==> src/rtl/bt656_pkg.sv <==
// Shared constants and helpers for the BT.656 receive path: FSM codes,
// timing-reference byte values and XY-word field positions.
package bt656_pkg;

    typedef logic [1:0] state_t;

    localparam state_t S_DATA   = 2'd0;
    localparam state_t S_FF     = 2'd1;
    localparam state_t S_FF00   = 2'd2;
    localparam state_t S_FF0000 = 2'd3;

    localparam logic [7:0] TRS_FF = 8'hFF;
    localparam logic [7:0] TRS_00 = 8'h00;

    localparam int XY_ONE = 7;
    localparam int XY_F   = 6;
    localparam int XY_V   = 5;
    localparam int XY_H   = 4;
    localparam int XY_P3  = 3;
    localparam int XY_P2  = 2;
    localparam int XY_P1  = 1;
    localparam int XY_P0  = 0;

    // True when the fixed bit is set and all four protection bits agree with F/V/H.
    function automatic logic xy_ok(input logic [7:0] xy);
        return xy[XY_ONE]
            && (xy[XY_P3] == (xy[XY_V] ^ xy[XY_H]))
            && (xy[XY_P2] == (xy[XY_F] ^ xy[XY_H]))
            && (xy[XY_P1] == (xy[XY_F] ^ xy[XY_V]))
            && (xy[XY_P0] == (xy[XY_F] ^ xy[XY_V] ^ xy[XY_H]));
    endfunction

endpackage

==> src/rtl/bt656_rx_decoder.sv <==
// BT.656 byte-stream decoder: finds FF 00 00 XY timing references, tracks
// lock/field/line timing and turns Cb Y0 Cr Y1 groups into per-pixel YCbCr.
module bt656_rx_decoder
    import bt656_pkg::*;
#(
    parameter int H_ACTIVE   = 720,
    parameter int LOCK_LINES = 4,
    parameter int X_W        = 10,
    parameter int LINE_W     = 10
) (
    input  logic              i_clk,
    input  logic              i_rst_n,
    input  logic [7:0]        i_data,
    output logic [7:0]        o_y,
    output logic [7:0]        o_cb,
    output logic [7:0]        o_cr,
    output logic              o_valid,
    output logic [X_W-1:0]    o_x,
    output logic [LINE_W-1:0] o_line,
    output logic              o_field,
    output logic              o_sof,
    output logic              o_locked,
    output logic              o_err
);

    localparam int                LOCK_W   = $clog2(LOCK_LINES + 1);
    localparam logic [X_W-1:0]    X_END    = X_W'(H_ACTIVE);
    localparam logic [LOCK_W-1:0] LOCK_MAX = LOCK_W'(LOCK_LINES);

    state_t              state;
    logic [1:0]          phase;
    logic                line_active;
    logic                prev_sav_v;
    logic                sof_armed;
    logic [7:0]          cb_q;
    logic [7:0]          y0_q;
    logic [7:0]          cr_q;
    logic [X_W-1:0]      x_cnt;
    logic [LINE_W-1:0]   line_cnt;
    logic [LOCK_W-1:0]   lock_cnt;

    logic                xy_bad;
    logic                eav;
    logic                sav;
    logic                sync_start;
    logic                pix_byte;
    logic                pix_emit;
    logic                pix_fire;
    logic [7:0]          pix_y;
    logic [7:0]          pix_cr;

    assign xy_bad     = (state == S_FF0000) && !xy_ok(i_data);
    assign eav        = (state == S_FF0000) &&  xy_ok(i_data) &&  i_data[XY_H];
    assign sav        = (state == S_FF0000) &&  xy_ok(i_data) && !i_data[XY_H];
    assign sync_start = (state == S_DATA) && (i_data == TRS_FF);
    assign pix_byte   = (state == S_DATA) && (i_data != TRS_FF) && line_active;

    // Phases 2 (Cr) and 3 (Y1) each complete one pixel of the pair.
    assign pix_emit   = pix_byte && phase[1];
    assign pix_fire   = pix_emit && o_locked && (x_cnt < X_END);
    assign pix_y      = phase[0] ? i_data : y0_q;
    assign pix_cr     = phase[0] ? cr_q   : i_data;

    // NOTE: every register here uses non-blocking assignments so all blocks
    // see the pre-edge values; the reset is synchronous, sampled on the clock.
    always_ff @(posedge i_clk) begin
        if (!i_rst_n) begin
            state <= S_DATA;
            o_err <= 1'b0;
        end else begin
            o_err <= 1'b0;
            case (state)
                S_DATA:   if (i_data == TRS_FF) state <= S_FF;
                S_FF: begin
                    if (i_data == TRS_00) begin
                        state <= S_FF00;
                    end else begin
                        state <= S_DATA;
                        o_err <= 1'b1;
                    end
                end
                S_FF00: begin
                    if (i_data == TRS_00) begin
                        state <= S_FF0000;
                    end else begin
                        state <= S_DATA;
                        o_err <= 1'b1;
                    end
                end
                S_FF0000: begin
                    state <= S_DATA;
                    o_err <= xy_bad;
                end
                default:  state <= S_DATA;
            endcase
        end
    end

    always_ff @(posedge i_clk) begin
        if (!i_rst_n) begin
            line_active <= 1'b0;
            prev_sav_v  <= 1'b0;
            sof_armed   <= 1'b0;
            line_cnt    <= '0;
            lock_cnt    <= '0;
            o_locked    <= 1'b0;
            o_field     <= 1'b0;
        end else begin
            if (xy_bad) begin
                lock_cnt <= '0;
                o_locked <= 1'b0;
            end
            if (sync_start) line_active <= 1'b0;
            if (eav) begin
                line_active <= 1'b0;
                if (!prev_sav_v)           line_cnt <= line_cnt + 1'b1;
                if (lock_cnt != LOCK_MAX)  lock_cnt <= lock_cnt + 1'b1;
                if (lock_cnt >= LOCK_MAX - 1'b1) o_locked <= 1'b1;
            end
            if (sav) begin
                o_field     <= i_data[XY_F];
                prev_sav_v  <= i_data[XY_V];
                line_active <= !i_data[XY_V];
                // First active line after vertical blanking restarts the field.
                if (!i_data[XY_V] && prev_sav_v) begin
                    line_cnt  <= '0;
                    sof_armed <= !i_data[XY_F];
                end
            end
            if (pix_fire) sof_armed <= 1'b0;
        end
    end

    always_ff @(posedge i_clk) begin
        if (!i_rst_n) begin
            phase   <= 2'd0;
            cb_q    <= '0;
            y0_q    <= '0;
            cr_q    <= '0;
            x_cnt   <= '0;
            o_valid <= 1'b0;
            o_sof   <= 1'b0;
            o_y     <= '0;
            o_cb    <= '0;
            o_cr    <= '0;
            o_x     <= '0;
            o_line  <= '0;
        end else begin
            o_valid <= 1'b0;
            o_sof   <= 1'b0;

            if (sav && !i_data[XY_V]) phase <= 2'd0;
            else if (pix_byte)        phase <= phase + 2'd1;

            if (pix_byte) begin
                case (phase)
                    2'd0:    cb_q <= i_data;
                    2'd1:    y0_q <= i_data;
                    2'd2:    cr_q <= i_data;
                    default: ;
                endcase
            end

            // x saturates at H_ACTIVE so overflow pixels stay gated until EAV.
            if (eav)                              x_cnt <= '0;
            else if (pix_emit && (x_cnt < X_END)) x_cnt <= x_cnt + 1'b1;

            if (pix_fire) begin
                o_valid <= 1'b1;
                o_sof   <= sof_armed;
                o_y     <= pix_y;
                o_cb    <= cb_q;
                o_cr    <= pix_cr;
                o_x     <= x_cnt;
                o_line  <= line_cnt;
            end
        end
    end

endmodule
==> config.mk <==
export PLATFORM = sky130hd
export DESIGN_NAME = bt656_rx_decoder
export DESIGN_NICKNAME = d
export VERILOG_FILES = /design/src/rtl/bt656_pkg.sv /design/src/rtl/bt656_rx_decoder.sv
export SDC_FILE = /design/constraint.sdc
export NUM_CORES = 1
export LEC_CHECK = 0
export ABC_AREA = 0
export BUFFER_PORTS_ARGS = -buffer_cell sky130_fd_sc_hd__buf_4
export CORE_ASPECT_RATIO = 1.75
export CORE_UTILIZATION = 31
export CTS_CLUSTER_DIAMETER = 80
export DETAILED_ROUTE_END_ITERATION = 16
export GPL_ROUTABILITY_DRIVEN = 0
export PLACE_DENSITY_LB_ADDON = 0.05
export SYNTH_ARGS = -nofsm -noshare
export SYNTH_HDL_FRONTEND = slang
export SYNTH_SLANG_ARGS = --single-unit
==> constraint.sdc <==
create_clock -name i_clk -period 4.5 [get_ports i_clk]
set_input_delay 0.225 -clock i_clk [delete_from_list [all_inputs] [get_ports i_clk]]
set_output_delay 0.225 -clock i_clk [all_outputs]
set_load 0.01 [all_outputs]
==> impl_metrics.env <==
export IMPL_max_cap_violations=0
export IMPL_cts_root_buf="clkbuf_16"
export IMPL_first_iter_violations=86
export IMPL_synth_area_um2=4710
export IMPL_synthArstFlopShare=0
export IMPL_rows=59
export IMPL_cts_tree="yes"
export IMPL_hold_path_class="primary input to flip-flop"
export IMPL_clock_skew_ps=10.2
export IMPL_place_ws_ps=2160
export IMPL_vdd_drop_max_mv=0.214
export IMPL_cp_end_kind="flip-flop"
export IMPL_cts_hold_buf=0
export IMPL_ys_flop_type="dfxtp_1"
export IMPL_h_tree_depth=3
export IMPL_grt_antenna_before_repair=0
export IMPL_detail_route_antenna_nets=0
export IMPL_layout_min_cycle_time_ps=2250
export IMPL_initial_core_util=0.317
export IMPL_via_per_inst=4.96
export IMPL_cts_resized_gates=0
export IMPL_slew_limit_headroom=0.288
export IMPL_finalSetupTns_ps=0
export IMPL_gr_usage_met1=0.181
export IMPL_overflow=0
export IMPL_die_area_um2=15700
export IMPL_worstPathArrival_ps=2510
export IMPL_grt_max_degree=86
export IMPL_hpwl_mm=8.19
export IMPL_slew_violations=0
export IMPL_gr_usage_met3=0.0230
export IMPL_cp_start_kind="flip-flop"
export IMPL_ctsLongestPathBuffers=2
export IMPL_io_buffers=58
export IMPL_cp_required_ps=4760
export IMPL_fmax_ghz=0.445
export IMPL_cts_sinks=103
export IMPL_synth_seq_cells=103
export IMPL_die_w_um=95.2
export IMPL_grt_pass1_wl_mm=19.1
export IMPL_avgSynthCellArea_um2=8.90
export IMPL_drc=0
export IMPL_hold_violations=0
export IMPL_cts_setup_buffers=0
export IMPL_pin_count=59
export IMPL_vias=3732
export IMPL_tightest_slew_ps=1070
export IMPL_synth_edf_count=0
export IMPL_final_nets=590
export IMPL_status="finished clean"
export IMPL_synth_nets=554
export IMPL_core_area_um2=14800
export IMPL_clk_pin_slew_ps=70
export IMPL_post_route_period_util=0.500
export IMPL_busiest_layer="met2"
export IMPL_grt_pass1_vias=3759
export IMPL_power_mw=1.88
export IMPL_yosysSeqAreaShare=0.438
export IMPL_die_h_um=165
export IMPL_routed_wl_mm=11.7
export IMPL_yosys_warnings=0
export IMPL_drive_gt1_frac=0.156
export IMPL_wl_per_cell_um=15.5
export IMPL_cts_buffers=9
export IMPL_synthDistinctLibCells=51
export IMPL_clk_insertion_delay_late_ps=340
export IMPL_p_leak_nw=2.16
export IMPL_syn2layout_area_growth_pct=17.9
export IMPL_firstDrtPassIters=4
export IMPL_power_density_nw_per_um2=338
export IMPL_grtUsageMet2=0.293
export IMPL_cp_max_fo=21
export IMPL_setup_viol=0
export IMPL_grt_usage=0.159
export IMPL_antennaDiodeCount=0
export IMPL_crit_type="flip-flop to flip-flop"
export IMPL_final_cell_mix="119 x nand2_1, 103 x dfxtp_1, 61 x buf_4, 36 x nand3_1, 28 x a21boi_1"
export IMPL_layout_commonest_cell="nand2_1"
export IMPL_rsz0062_at_grt="no"
export IMPL_setup_slack_ps=2250
export IMPL_synthCells=529
## where the power goes
| group | switching [mW] | leakage (nW) | internal [mW] |
|---|---|---|---|
| Combinational | 0.0470 | 1.17 | 0.0257 |
| Sequential | 0.00108 | 0.829 | 0.912 |
| Clock | 0.346 | 0.160 | 0.546 |
| Total | 0.394 | 2.16 | 1.48 |
## cell type report
class | count | area [um2]
inverters | 12 | 45.0
repair buffers | 61 | 458
fillers | 1538 | 9290
multi-input cells | 378 | 2420
flip-flops and latches | 103 | 2060
clock inverters | 5 | 106
well taps | 183 | 229
clock buffers | 11 | 233
## per-layer routing
layer / vias up / part of all wire
met3: 13 / 0.024
met2: 59 / 0.53
met4: 0 / 0.017
met1: 1774 / 0.42
li1: 1886 / -
met5: - / 0
## state kept, by name, indices dropped and copies added, names as in the netlist, 2 cells and up
signal,cells
line_cnt,10
o_line,10
o_x,10
x_cnt,10
cb_q,8
cr_q,8
o_cb,8
o_cr,8
o_y,8
y0_q,8
lock_cnt,3
phase,2
state,2
## final timing paths
| check | start | to | slack [ps] | depth (start not counted) |
|---|---|---|---|---|
| worst max-delay path | phase[0]$_SDFFE_PP0N_ | cr_q[2]$_SDFFE_PN0P_ | 2250 | 5 |
| worst min-delay path | i_data[3] | cr_q[3]$_SDFFE_PN0P_ | 220 | 3 |
| worst max register to register | phase[0]$_SDFFE_PP0N_ | cr_q[2]$_SDFFE_PN0P_ | 2250 | 5 |
| worst min register to register | cb_q[0]$_SDFFE_PN0P_ | o_cb[0]$_SDFFE_PN0P_ | 450 | 2 |
## synthesized netlist by cell type (all sizes together), types with 2 or more instances
cell,count,share of area
a31oi,2,0.0027
o21a,2,0.0032
nand2,119,0.095
o2111ai,3,0.0093
or3,4,0.0053
nor3,8,0.013
o31ai,2,0.0032
a21oi,11,0.012
and2,3,0.0040
clkbuf,18,0.014
o211ai,5,0.011
inv,12,0.0096
nor2b,2,0.0027
o21ai,11,0.014
a21boi,54,0.086
ha,15,0.040
nor2,24,0.021
xor2,5,0.015
or4,2,0.0040
nor4,2,0.0027
and3,9,0.012
dfxtp,103,0.44
xnor2,10,0.019
buf,18,0.025
a211oi,2,0.0032
o211a,17,0.036
o22ai,3,0.0040
nand3,36,0.038
mux2i,17,0.036
## kinds of logic (layout without fill, tap and decap cells)
kind of cell | count (synthesis) | after routing | share of synthesized area
compound gates | 117 | 117 | 0.194
xor+xnor | 16 | 16 | 0.0383
fa+ha+maj | 15 | 15 | 0.0399
buf+inv | 48 | 89 | 0.0489
flops | 103 | 103 | 0.438
mux | 17 | 17 | 0.0361
simple gates | 213 | 213 | 0.205
## worst max-delay path: stages (launching register included)
cell,delay (ps)
dfxtp_1,1030
inv_1,170
ha_1,390
nand2_1,290
nand2_1,90
a21boi_0,190
## per-stage QoR
step	util	hold slack (ps)	area [um2]	instances
after global placement	0.351	447	5210	737
final	0.374	223	5550	753
after global routing	0.374	220	5550	753
after CTS	0.374	207	5550	753
after floorplan	-	381	4710	529
after detailed placement	0.351	442	5210	737
Power figures use the tool's default switching activity.
